===== config.mk =====
export PLATFORM = sky130hd
export DESIGN_NAME = core_run_sequencer
export DESIGN_NICKNAME = d
export VERILOG_FILES = /design/src/rtl/core_run_sequencer.sv
export SDC_FILE = /design/constraint.sdc
export NUM_CORES = 1
export LEC_CHECK = 0
export CAP_MARGIN = 10
export CORE_MARGIN = 1.5
export CORE_UTILIZATION = 29
export DETAILED_ROUTE_END_ITERATION = 10
export GPL_TIMING_DRIVEN = 0
export MAX_ROUTING_LAYER = met4
export PLACE_DENSITY = 0.61
export REMOVE_ABC_BUFFERS = 1
export SYNTH_ARGS = -nofsm -noshare
export SYNTH_HDL_FRONTEND = slang
export SYNTH_SLANG_ARGS = --single-unit
export TNS_END_PERCENT = 50

===== constraint.sdc =====
create_clock -name clk -period 1.8 [get_ports clk]
set_input_delay 0.27 -clock clk [delete_from_list [all_inputs] [get_ports clk]]
set_output_delay 0.27 -clock clk [all_outputs]
set_load 0.005 [all_outputs]

===== src/rtl/core_run_sequencer.sv =====
// Run-control sequencer for the 9-bit core: holds the core in reset while idle,
// releases it on request, gates execution, counts cycles and reports completion.
module core_run_sequencer #(
   parameter int unsigned RST_CYCLES = 2,
   parameter int unsigned CNT_W      = 16,
   parameter int unsigned TIMEOUT    = 50000
) (
   input  logic             clk,
   input  logic             reset,
   input  logic             req,
   input  logic             step_mode,
   input  logic             step_pulse,
   input  logic             core_done,
   output logic             core_reset,
   output logic             core_en,
   output logic             busy,
   output logic             done,
   output logic             timeout,
   output logic [CNT_W-1:0] cycle_count
);

   localparam int unsigned RST_W = (RST_CYCLES > 1) ? $clog2(RST_CYCLES) : 1;
   localparam logic [RST_W-1:0] RST_LAST = RST_W'(RST_CYCLES - 1);
   localparam logic [CNT_W-1:0] CNT_LAST = CNT_W'(TIMEOUT - 1);

   typedef enum logic [1:0] {
      S_IDLE     = 2'd0,
      S_RST_HOLD = 2'd1,
      S_RUN      = 2'd2,
      S_FINISH   = 2'd3
   } state_e;

   state_e           state_q, state_d;
   logic [RST_W-1:0] rst_cnt_q, rst_cnt_d;
   logic [CNT_W-1:0] cycle_count_q, cycle_count_d;
   logic             timeout_q, timeout_d;
   logic             core_reset_q, core_reset_d;
   logic             busy_q, busy_d;
   logic             done_q, done_d;
   logic             run_en;

   // Core enable is combinational so step_mode/step_pulse/core_done act in the same cycle.
   assign run_en = (state_q == S_RUN) && !core_done && (!step_mode || step_pulse);

   always_comb begin
      state_d       = state_q;
      rst_cnt_d     = rst_cnt_q;
      cycle_count_d = cycle_count_q;
      timeout_d     = timeout_q;

      case (state_q)
         S_IDLE: begin
            if (req) begin
               state_d       = S_RST_HOLD;
               rst_cnt_d     = '0;
               cycle_count_d = '0;
               timeout_d     = 1'b0;
            end
         end
         S_RST_HOLD: begin
            rst_cnt_d = rst_cnt_q + RST_W'(1);
            if (rst_cnt_q == RST_LAST) begin
               state_d = S_RUN;
            end
         end
         S_RUN: begin
            // core_done takes priority over the watchdog in the same cycle.
            if (core_done) begin
               state_d = S_FINISH;
            end else if (run_en) begin
               cycle_count_d = cycle_count_q + CNT_W'(1);
               if (cycle_count_q == CNT_LAST) begin
                  timeout_d = 1'b1;
                  state_d   = S_FINISH;
               end
            end
         end
         S_FINISH: begin
            if (!req) begin
               state_d = S_IDLE;
            end
         end
         default: state_d = S_IDLE;
      endcase

      core_reset_d = (state_d == S_IDLE) || (state_d == S_RST_HOLD);
      busy_d       = (state_d == S_RST_HOLD) || (state_d == S_RUN);
      done_d       = (state_d == S_FINISH);
   end

   always_ff @(posedge clk) begin
      if (reset) begin
         state_q       <= S_IDLE;
         rst_cnt_q     <= '0;
         cycle_count_q <= '0;
         timeout_q     <= 1'b0;
         core_reset_q  <= 1'b1;
         busy_q        <= 1'b0;
         done_q        <= 1'b0;
      end else begin
         state_q       <= state_d;
         rst_cnt_q     <= rst_cnt_d;
         cycle_count_q <= cycle_count_d;
         timeout_q     <= timeout_d;
         core_reset_q  <= core_reset_d;
         busy_q        <= busy_d;
         done_q        <= done_d;
      end
   end

   assign core_reset  = core_reset_q;
   assign core_en     = run_en;
   assign busy        = busy_q;
   assign done        = done_q;
   assign timeout     = timeout_q;
   assign cycle_count = cycle_count_q;

endmodule


==> results of run 1 <==
==> stage by stage <==
stage          hold WS (ns)  area, sq um  std cells  util (%)  total power, mW
2_1_floorplan        0.3416         1165        134         -           0.6302
3_3_place_gp         0.4496         1488        210     36.93           0.6866
3_5_place_dp         0.4577         1494        210     37.08           0.6927
4_1_cts              0.4703         1648        217     40.90            1.030
5_1_grt              0.5061         1708        219     42.39            1.087
6_report             0.4583         1708        219     42.39            1.030
==> Yosys cell counts, types with 3 or more instances <==
cell type and n:
a21oi_1 14, nor3_1 5, or3_1 7, clkbuf_1 3, or4_1 8, inv_1 6, mux2i_1 3, nor2_1 5
o31ai_1 8, nor2b_1 5, o21ai_0 4, nor4_1 3, nand3_1 7, buf_2 3, dfxtp_1 23, nand4_1 3
and4_1 3, nand2_1 8, ha_1 4
==> path summary, 6_finish.rpt <==
kind / startpoint / to / slack (ns) / cells after the start
worst max-delay path: cycle_count[4] / core_reset / -0.11 / 6
worst min-delay path: timeout / timeout / 0.46 / 2
worst max register to register: cycle_count[4] / core_reset / -0.11 / 6
worst min register to register: timeout / timeout / 0.46 / 2
==> repair_timing <==
item / CTS / global route
setup endpoints to repair: 18 / 6
pin swaps: 4 / 7
setup buffers: 3 / 2
cloned: 0 / 0
gates resized for setup: 26 / 12
==> per-layer routing <==
| metal | vias to the layer above | track usage [%] | part of all wire [%] |
|---|---|---|---|
| li1 | 590 | - | - |
| met1 | 563 | 18.15 | 47 |
| met2 | 23 | 24.02 | 49 |
| met3 | 2 | 3.947 | 3.4 |
| met4 | 0 | 2.250 | 0.57 |
| met5 | - | - | 0 |
==> cell usage in the layout (no fill, tap or decap), types with 2 or more instances in the layout <==
cell,Yosys,final
nor4bb_4,0,2
or4_1,8,8
dfxtp_1,23,10
ha_1,4,2
inv_1,6,6
nor3_1,5,5
ha_4,0,2
nand2_1,8,8
buf_4,1,5
o21ai_0,4,4
clkbuf_8,0,3
dfxtp_4,0,2
clkdlybuf4s50_1,0,24
or3_1,7,7
mux2i_1,3,3
nand4_1,3,3
dfxtp_2,0,11
nor2_1,5,4
o31ai_1,8,8
a21oi_1,14,14
nor4_2,0,2
nor2b_1,5,4
dlygate4sd2_1,0,2
nand3_1,7,6
==> sequential cells by signal, indices dropped and copies added (netlist names) <==
signal / count
core_reset: 1
done: 1
timeout: 1
state_q: 2
busy: 1
cycle_count: 16
rst_cnt_q: 1
==> power by group <==
| part | total [mW] | switching [mW] | internal (mW) |
|---|---|---|---|
| logic | 0.159 | 0.0817 | 0.0777 |
| registers | 0.547 | 0.0216 | 0.525 |
| clock network | 0.324 | 0.166 | 0.158 |
==> cell type report <==
class	instances	area, sq um
timing repair buffer	31	295.3
multi-input combinational	105	800.8
tap	50	62.56
fill	420	2321
inverter	6	22.52
clock buffer	4	45.04
sequential	23	481.7
==> tightest hold or removal path: stages, from the launching register on <==
cell     delay (ns)
dfxtp_1        0.32
inv_1          0.05
a21oi_1        0.05
==> cells by family (layout without fill, tap and decap cells) <==
kind of cell | Yosys count | after routing | synth area share [%]
AO/OA/AOI/OAI | 34 | 34 | 17.73
AND/OR/NAND/NOR | 63 | 63 | 30.84
buffers and inverters | 15 | 41 | 6.454
XOR/XNOR | 1 | 1 | 0.7173
adder cells (fa/ha/maj) | 4 | 4 | 4.099
flip-flops | 23 | 23 | 37.70
multiplexers | 3 | 3 | 2.459
==> results.md, run 1 <==
- Worst-Margin Slew: between 0.5 and 0.6 ns
- Max_cap viols: 0
- CP Capture Type: register
- ANT nets after route: 0
- Slowest cell on crit path: dfxtp_2
- Crit path largest cell delay: ~0.36 ns
- YS warnings: 0
- RSZ-0062 raised after global routing: true
- Fin. max-slew vios: 0
- Crit Path Category: register to register
- CTS buffer count: 3
- Global route overflow: 0
- CTS Sinks: 23
- Pwr dens: ~600 nW/um^2
- Min-delay worst type: register to register
- Final WS setup: -0.1062 ns
- Starting Density: 30.31%
- CP Buf/Inv Count: 0
- Initial detailed-routing violation count: 72
- Top_reg_cell synth: dfxtp_1
- Ant diodes: 0
- Async S/R FF share, synth: 0%
- Leakage Power: around 0.53 nW
- Vias: 1178
- DP Worst Slack: -0.4330 ns
- Minimum clock period: 1.906 ns
- Post-synth EDFFs: 0
- Cell taking the most area after synthesis: dfxtp_1
- Worst-path cell chain: nor4b_2 -> and4_4 -> a22oi_2 -> or2_4 -> ha_4 -> or3_1
- Reg clk slew, reported paths: 0.08 ns
- Total Neg Setup Slack: -0.1062 ns
- Worst VDD drop: 0.0004953 V
- Mean area per synthesized cell: 8.540 sq um
- Post-CTS Hold Buffers: 0
- Die area: 4609 sq um
- First-pass GRT wire length: about 5 mm
- Total Routing Usage GR: between 10 and 15%
- Yosys top cell area share: approximately 38%
- Final period utilization: 105.9%
- Longest Clk Path Bufs: 2
- Outcome: finished with violations
- Core footprint: 4029 sq um
- Fmax: roughly 520 MHz
- Nets: 180
- Cells after synthesis: between 100 and 150
- Slew HR: 60.68%
- CTS root buf: clkbuf_8
- CP startpoint kind: register
- #FFs+latches synth: 23
- Initial antenna violation count: 0
- Crit path arrival time: a little over 2 ns
- Via density per instance: about 5.4
- Area Growth Syn to Fin: 39.86%
- Final setup vio count: 1
- Routed wire length: between 2 and 3 mm
- Failing checks: negative setup slack
- # port buffers: 26
- Synthesized cell area: approximately 1200 sq um
- RePlAce Congestion: ~0.74
- Synth area leaders: dfxtp_1 38%, a21oi_1 5.7%, o31ai_1 4.9%
- Share of cells above drive strength 1: between 20 and 25%
- Peak fanout along the critical path: 6
- Clock Skews: about 0.0048 ns
- Vert. Die Dim: between 60 and 70 um
- Crit path max-delay family: simple AND/OR/NAND/NOR gates
- Die Width: 67.89 um
- WL per Instance: 13.64 um
- CTS tree: done
- Count of cell types in the netlist: 36
- Worst EP required: 1.95 ns
- Rows: 23
- Sequential area share after synthesis: 37.70%
- CTS H-tree depth: 1
- Clk_lat worst skew: 0.26 ns
- Largest net degree at the start of global routing: 26
- Vias in the first global route: 1128
- Post-DP HPWL: 1.903 mm
- Drt drc: 0
- Top Ports: 27
- Final hold vios: 0
- Drt first pass iters: 4
Note: power is estimated with default switching activity, not from simulation.
==> run 2: changes to the inputs <==
--- a/config.mk
+++ b/config.mk
@@ -6,10 +6,11 @@
 export NUM_CORES = 1
 export LEC_CHECK = 0
 export CAP_MARGIN = 10
+export CORE_ASPECT_RATIO = 1.1
 export CORE_MARGIN = 1.5
 export CORE_UTILIZATION = 29
 export DETAILED_ROUTE_END_ITERATION = 10
-export GPL_TIMING_DRIVEN = 0
+export GPL_TIMING_DRIVEN = 1
 export MAX_ROUTING_LAYER = met4
 export PLACE_DENSITY = 0.61
 export REMOVE_ABC_BUFFERS = 1
==> run 2 against run 1 <==
- the run still ends with negative setup slack left
- sequential share of layout area fell by 3.5 points
- total power rose by 4.5%
- fmax up 1.3%
- worst hold slack worse by 0.0039 ns
- clock power rose by 2%
- via count grew 9.8%
- die area is essentially flat
- clock-buffer cell count is 1 lower
- sequential cell count stayed put
- first-iteration DRC count down 32%
- cell count up 14%
- sequential power shrank 1%
- critical path type unchanged
- highest routed layer unchanged
==> results.md, run 2 (synthesis gave the netlist of run 1 again) <==
- Met2 WL: 1.729 mm (+18%)
- Worst-path cell chain: nor4bb_4 -> and4_4 -> a22oi_2 -> or2_4 -> ha_4 -> or3_1
- Commonest non-fill, non-tap cell in the layout: buf_4
- Via density per instance: 5.172 (-3.8%)
- Minimum clock period: 1.883 ns (-0.02357 ns)
- Longest Clk Path Bufs: 2 (unchanged)
- Crit path arrival time: 2.03 ns (-0.02 ns)
- Vert. Die Dim: 71.06 um (+4.7%)
- Post-CTS Hold Buffers: 0 (unchanged)
- Share of cells above drive strength 1: 29.29% (+5.0 points)
- Pwr dens: 566.8 nW/um^2 (-6.0%)
- Final Instance Count excl. Fillers: 250 (+14%)
- ANT nets after route: 0 (unchanged)
- Crit path largest cell delay: 0.36 ns (about the same)
- Failing checks: negative setup slack
- Clock Skews: 0.001576 ns (-0.003190 ns)
- R2r startpoint: cycle_count[10]
- Slowest cell on crit path: dfxtp_4
- Hold path start: timeout
- CP Capture Type: register
- Fmax: 531.2 MHz (+1.3%)
- Sequential cell area: 469.2 sq um (-2.6%)
- Outcome: finished with violations
- Final setup vio count: 1 (unchanged)
- CP startpoint kind: register
- Min-delay worst type: register to register
- Clock power frac: 30.6% (-0.8 points)
- R2R Setup Slk: -0.08 ns (+0.02 ns)
- Metal3 WL: 128 um (+24%)
- Final Power: 1.077 mW (+4.5%)
- Reg clk slew, reported paths: 0.09 ns (about the same)
- Initial detailed-routing violation count: 49 (-32%)
- Worst hold path depth: 2 (unchanged)
- Largest register FFs: 16 (unchanged)
- Core footprint: 3994 sq um (-0.87%)
- Fill cells: 379 (-9.8%)
- Final WS setup: -0.08264 ns (+0.02357 ns)
- Drt first pass iters: 4 (unchanged)
- DP Area: 1758 sq um (+18%)
- CTS Sinks: 23 (unchanged)
- Vias: 1293 (+9.8%)
- Post CTS Setup Buffer Count: 0 (-3)
- Post-DP HPWL: 2.614 mm (+37%)
- Die Width: 64.87 um (-4.4%)
- Starting Density: 30.58% (+0.27 points)
- Global route overflow: 0 (unchanged)
- Vias in the first global route: 1272 (+13%)
- Highest metal used: met4
- # port buffers: 26 (unchanged)
- Multi-input gate area: 767.0 sq um (-4.2%)
- Peak fanout along the critical path: 3 (-3)
- Worst-Margin Slew: 0.4359 ns (-0.1517 ns)
- CTS H-tree depth: 1 (unchanged)
- Worst EP required: 1.95 ns (about the same)
- Worst VDD drop: 0.0002842 V (-43%)
- CTS tree: done
- WL per Instance: 13.58 um (-0.50%)
- DP Cell Count: 246 (+17%)
- Fin. max-slew vios: 0 (unchanged)
- Combinational power share: 19.2% (+3.7 points)
- RSZ-0062 raised after global routing: true
- Routed wire length: 3.394 mm (+14%)
- Largest net degree at the start of global routing: 21 (-19%)
- Crit Path Category: register to register
- Total Routing Usage GR: 15.95% (+1.4 points)
- Finished Cell Area: 1899 sq um (+11%)
- Nets: 209 (+16%)
- Top Ports: 27 (unchanged)
- CTS root buf: clkbuf_8
- Register share of total power: 50.1% (-3.0 points)
- Initial antenna violation count: 0 (unchanged)
- Die area: 4610 sq um (about the same)
- Slew HR: 70.94% (+10 points)
- Clk_lat worst skew: 0.26 ns (about the same)
- M1 wire length: 1.502 mm (+7.6%)
- Worst r2r path cells: 6 (unchanged)
- Hold endpoint: timeout
- RePlAce Congestion: 0.8213 (+12%)
- First-pass GRT wire length: 5.733 mm (+15%)
- Worst r2r dst: core_reset
- Area Growth Syn to Fin: 55.53%
- Internal: 794.2 uW (+4.3%)
- Final period utilization: 104.6% (-1.3 points)
- Psw: 282.4 uW (+4.9%)
- Ant diodes: 0 (unchanged)
- Drt drc: 0 (unchanged)
- Sw frac: 26.23% (+0.10 points)
- Final hold vios: 0 (unchanged)
- Total Neg Setup Slack: -0.08264 ns (+0.02357 ns)
- Leakage Power: 0.6802 nW (+28%)
- Rows: 24 (+4.3%)
- CTS buffer count: 3 (unchanged)
- Most frequent cells in the layout: 33 x buf_4, 25 x clkdlybuf4s50_1, 18 x dfxtp_1
- Max_cap viols: 0 (unchanged)
[run 2: critical path, delay by kind of cell, from the launching register on]
family	cells	cell delay [ns]
flops	1	0.36
compound gates	1	0.09
fa+ha+maj	1	0.15
simple gates	4	1.18
[run 2: worst max-delay path by stage]
stage	from	end	slack [ns]	cells after the start
final	cycle_count[10]	core_reset	-0.08	6
after floorplan	cycle_count[0]	core_reset	-0.21	7
after global placement	cycle_count[8]	core_reset	-0.26	6
after detailed placement	req	core_reset	-0.34	7
after CTS	cycle_count[8]	core_reset	-0.13	6
after global routing	cycle_count[10]	core_reset	-0.16	6
[run 2: timing repair]
action | in CTS | in global routing
pin swaps | 1 | 6
endpoints found under the setup margin | 4 | 5
resized for setup | 16 | 6
[run 2: layout make-up]
cell class | count | share of cell area (%)
well taps | 52 | 3.426
repair buffers | 60 | 27.73
clock buffers | 3 | 2.174
flip-flops and latches | 23 | 24.70
inverters | 6 | 1.186
clock inverters | 1 | 0.3953
multi-input cells | 105 | 40.38
[run 2: metrics by stage]
stage / hold WS (ns) / setup WS, ns / utilization [%]
after floorplan: 0.3416 / -0.2051 / -
final: 0.4544 / -0.08264 / 47.56
after CTS: 0.4582 / -0.1341 / 46.84
after global placement: 0.4385 / -0.2631 / 44.02
after global routing: 0.4937 / -0.1619 / 47.56
after detailed placement: 0.4458 / -0.3354 / 44.02
[run 2: power groups by stage]
stage	registers, mW	clock network [mW]	logic, mW
after floorplan	0.555	0	0.0748
after global placement	0.550	0	0.186
after detailed placement	0.551	0	0.191
after CTS	0.541	0.344	0.196
after global routing	0.543	0.366	0.229
final	0.540	0.330	0.207
[run 2: per-layer routing]
| layer | vias up | global-route usage (%) |
|---|---|---|
| met5 | - | - |
| met3 | 4 | 2.703 |
| met1 | 617 | 19.70 |
| met2 | 26 | 26.00 |
| met4 | 0 | 5.910 |
| li1 | 646 | - |
==> run 3: changes to the inputs <==
--- a/config.mk
+++ b/config.mk
@@ -11,10 +11,10 @@
 export CORE_UTILIZATION = 29
 export DETAILED_ROUTE_END_ITERATION = 10
 export GPL_TIMING_DRIVEN = 1
-export MAX_ROUTING_LAYER = met4
 export PLACE_DENSITY = 0.61
 export REMOVE_ABC_BUFFERS = 1
+export SETUP_SLACK_MARGIN = 0.4
 export SYNTH_ARGS = -nofsm -noshare
 export SYNTH_HDL_FRONTEND = slang
 export SYNTH_SLANG_ARGS = --single-unit
-export TNS_END_PERCENT = 50
+export TNS_END_PERCENT = 20
==> run 3 against run 2 <==
- the flow still finishes with violations (negative setup slack)
- utilization increased by 6.7 points
- non-clock buffer count increased by 4
- fmax increased by 0.55%
- combinational power increased by 24%
- clock power increased by 1%
- worst setup slack improved by 0.010 ns
- largest cell class unchanged
- clock-buffer cell count unchanged
- sequential share of layout area decreased by 2.3 points
==> results.md, run 3 (synthesis gave the netlist of run 1 again) <==
- Outcome: finished with violations
- Failing checks: negative setup slack
- CTS tree: done
- Final Instance Count excl. Fillers: 255 (+2.0%)
- Area Growth Syn to Fin: 77.56%
- Clock power frac: 29.4% (-1.2 points)
- Crit path arrival time: 2.03 ns (about the same)
- Post-DP HPWL: 2.614 mm (unchanged)
- Vias in the first global route: 1342 (+5.5%)
- Sw frac: 27.73% (+1.5 points)
- Ant diodes: 0 (unchanged)
- Busiest grt layer: met2
- Drt first pass iters: 4 (unchanged)
- Fill cells: 373 (-1.6%)
- Post-CTS Hold Buffers: 0 (unchanged)
- Largest net degree at the start of global routing: 15 (-29%)
- Nets: 214 (+2.4%)
- Commonest non-fill, non-tap cell in the layout: buf_4
- R2r startpoint: cycle_count[0]
- Final WS setup: -0.07243 ns (+0.01022 ns)
- Internal: 820.2 uW (+3.3%)
- Crit Path Category: register to register
- Largest register FFs: 16 (unchanged)
- Psw: 314.8 uW (+11%)
- Die Width: 64.87 um (unchanged)
- Met2 Use GR: 29.90% (+3.9 points)
- CP Capture Type: register
- Total Routing Usage GR: 17.38% (+1.4 points)
- CTS buffer count: 3 (unchanged)
- Worst-Margin Slew: 0.4338 ns (-0.002126 ns)
- Global route overflow: 0 (unchanged)
- DP Cell Count: 246 (unchanged)
- R2R Setup Slk: -0.07 ns (about the same)
- Worst Setup SP: cycle_count[0]
- Rows: 24 (unchanged)
- Met1 usage: 21.23% (+1.5 points)
- Min-delay worst type: register to register
- CP startpoint kind: register
- First-pass GRT wire length: 6.361 mm (+11%)
- Via density per instance: 5.416 (+4.7%)
- Final setup vio count: 1 (unchanged)
- WL per Instance: 15.20 um (+12%)
- Most frequent cells in the layout: 22 x buf_4, 19 x dlygate4sd2_1, 17 x dfxtp_2
- Reg clk slew, reported paths: 0.08 ns (about the same)
- Worst hold path depth: 2 (unchanged)
- Combinational power share: 22.6% (+3.4 points)
- CP Capture Point: core_reset
- Longest Clk Path Bufs: 2 (unchanged)
- Met3 Use GR: 2.703% (unchanged)
- RSZ-0062 raised after global routing: true
- Worst r2r path cells: 7 (+1)
- Worst r2r dst: core_reset
- Worst EP required: 1.95 ns (about the same)
- CTS root buf: clkbuf_8
- Core footprint: 3994 sq um (unchanged)
- Routed wire length: 3.876 mm (+14%)
- Fmax: 534.1 MHz (+0.55%)
- Worst VDD drop: 0.0002944 V (+3.6%)
- Top Ports: 27 (unchanged)
- Leakage Power: 0.8989 nW (+32%)
- Share of cells above drive strength 1: 52.71% (+23 points)
- Initial detailed-routing violation count: 41 (-16%)
- Starting Density: 30.58% (unchanged)
- Peak fanout along the critical path: 3 (unchanged)
- Drt drc: 0 (unchanged)
- Fin. max-slew vios: 0 (unchanged)
- Final Power: 1.135 mW (+5.4%)
- Max_cap viols: 0 (unchanged)
- CTS H-tree depth: 1 (unchanged)
- Slew HR: 71.08% (+0.14 points)
- RePlAce Congestion: 0.8094 (-1.4%)
- Final period utilization: 104.0% (-0.57 points)
- Pwr dens: 523.4 nW/um^2 (-7.7%)
- Clk_lat worst skew: 0.27 ns (about the same)
- ANT nets after route: 0 (unchanged)
- Register share of total power: 48.0% (-2.1 points)
- Clock Skews: 0.002219 ns (+0.0006430 ns)
- Vert. Die Dim: 71.06 um (unchanged)
- Minimum clock period: 1.872 ns (-0.01022 ns)
- Vias: 1381 (+6.8%)
- Initial antenna violation count: 0 (unchanged)
- Die area: 4610 sq um (unchanged)
- Final hold vios: 0 (unchanged)
- CTS Sinks: 23 (unchanged)
- # port buffers: 26 (unchanged)
run 3: cell types whose count changed in the layout (fill, tap and decap cells not counted), sizes merged:
cell,change
clkdlybuf4s50,-22
clkdlybuf4s15,+1
buf,+5
dlygate4sd2,+18
or3,+1
dlymetal6s2s,+2
run 3: through the flow:
stage / cell area, sq um / util (%) / TNS (ns) / setup WS [ns] / hold WS, ns
6_report: 2168 / 54.29 / -0.07243 / -0.07243 / 0.4617
2_1_floorplan: 1165 / - / -0.3670 / -0.2051 / 0.3416
4_1_cts: 2047 / 51.25 / -0.04864 / -0.04864 / 0.4582
3_3_place_gp: 1758 / 44.02 / -2.223 / -0.2631 / 0.4385
5_1_grt: 2168 / 54.29 / -0.1339 / -0.1339 / 0.4753
3_5_place_dp: 1758 / 44.02 / -2.822 / -0.3354 / 0.4458
run 3: worst min path at each step:
stage | slack [ns] | startpoint | endpoint
global placement | 0.44 | timeout | timeout
detailed placement | 0.45 | timeout | timeout
global route | 0.48 | timeout | timeout
finish | 0.46 | timeout | timeout
CTS | 0.46 | timeout | timeout
floorplan | 0.34 | reset | busy
run 3: what timing repair did:
item | 4_1_cts | 5_1_grt
setup buffers | 2 | 0
gates cloned | 3 | 0
pin swaps | 24 | 27
resized for setup | 88 | 31
setup endpoints to repair | 38 | 24
endpoints found under the hold margin | 0 | 0
run 3: critical path: stages (launching register included):
cell     delay [ns]
dfxtp_2        0.37
ha_4           0.14
and3_4         0.19
and4_4         0.23
a22oi_2        0.09
or2_4          0.25
ha_4           0.15
or3_1          0.34
run 3: layout make-up:
type	count	area (sq um)	share of cell area (%)
Sequential cell	23	485.5	22.39
Timing Repair Buffer	64	594.3	27.41
Clock inverter	1	7.507	0.3462
Clock buffer	3	41.29	1.904
Multi-Input combinational cell	106	952.2	43.91
Inverter	6	22.52	1.039
Tap cell	52	65.06	3.001
run 3: power by group through the flow:
stage	clock [mW]	combinational, mW	sequential (mW)
after floorplan	0	0.0748	0.555
after global placement	0	0.186	0.550
after detailed placement	0	0.191	0.551
after CTS	0.344	0.233	0.543
after global routing	0.365	0.278	0.547
final	0.334	0.256	0.545
run 3: routing by layer:
metal | wire (um) | vias up
met5 | 0 | -
met4 | 79 | 0
met3 | 172 | 9
met2 | 2042 | 43
met1 | 1582 | 676
li1 | - | 653
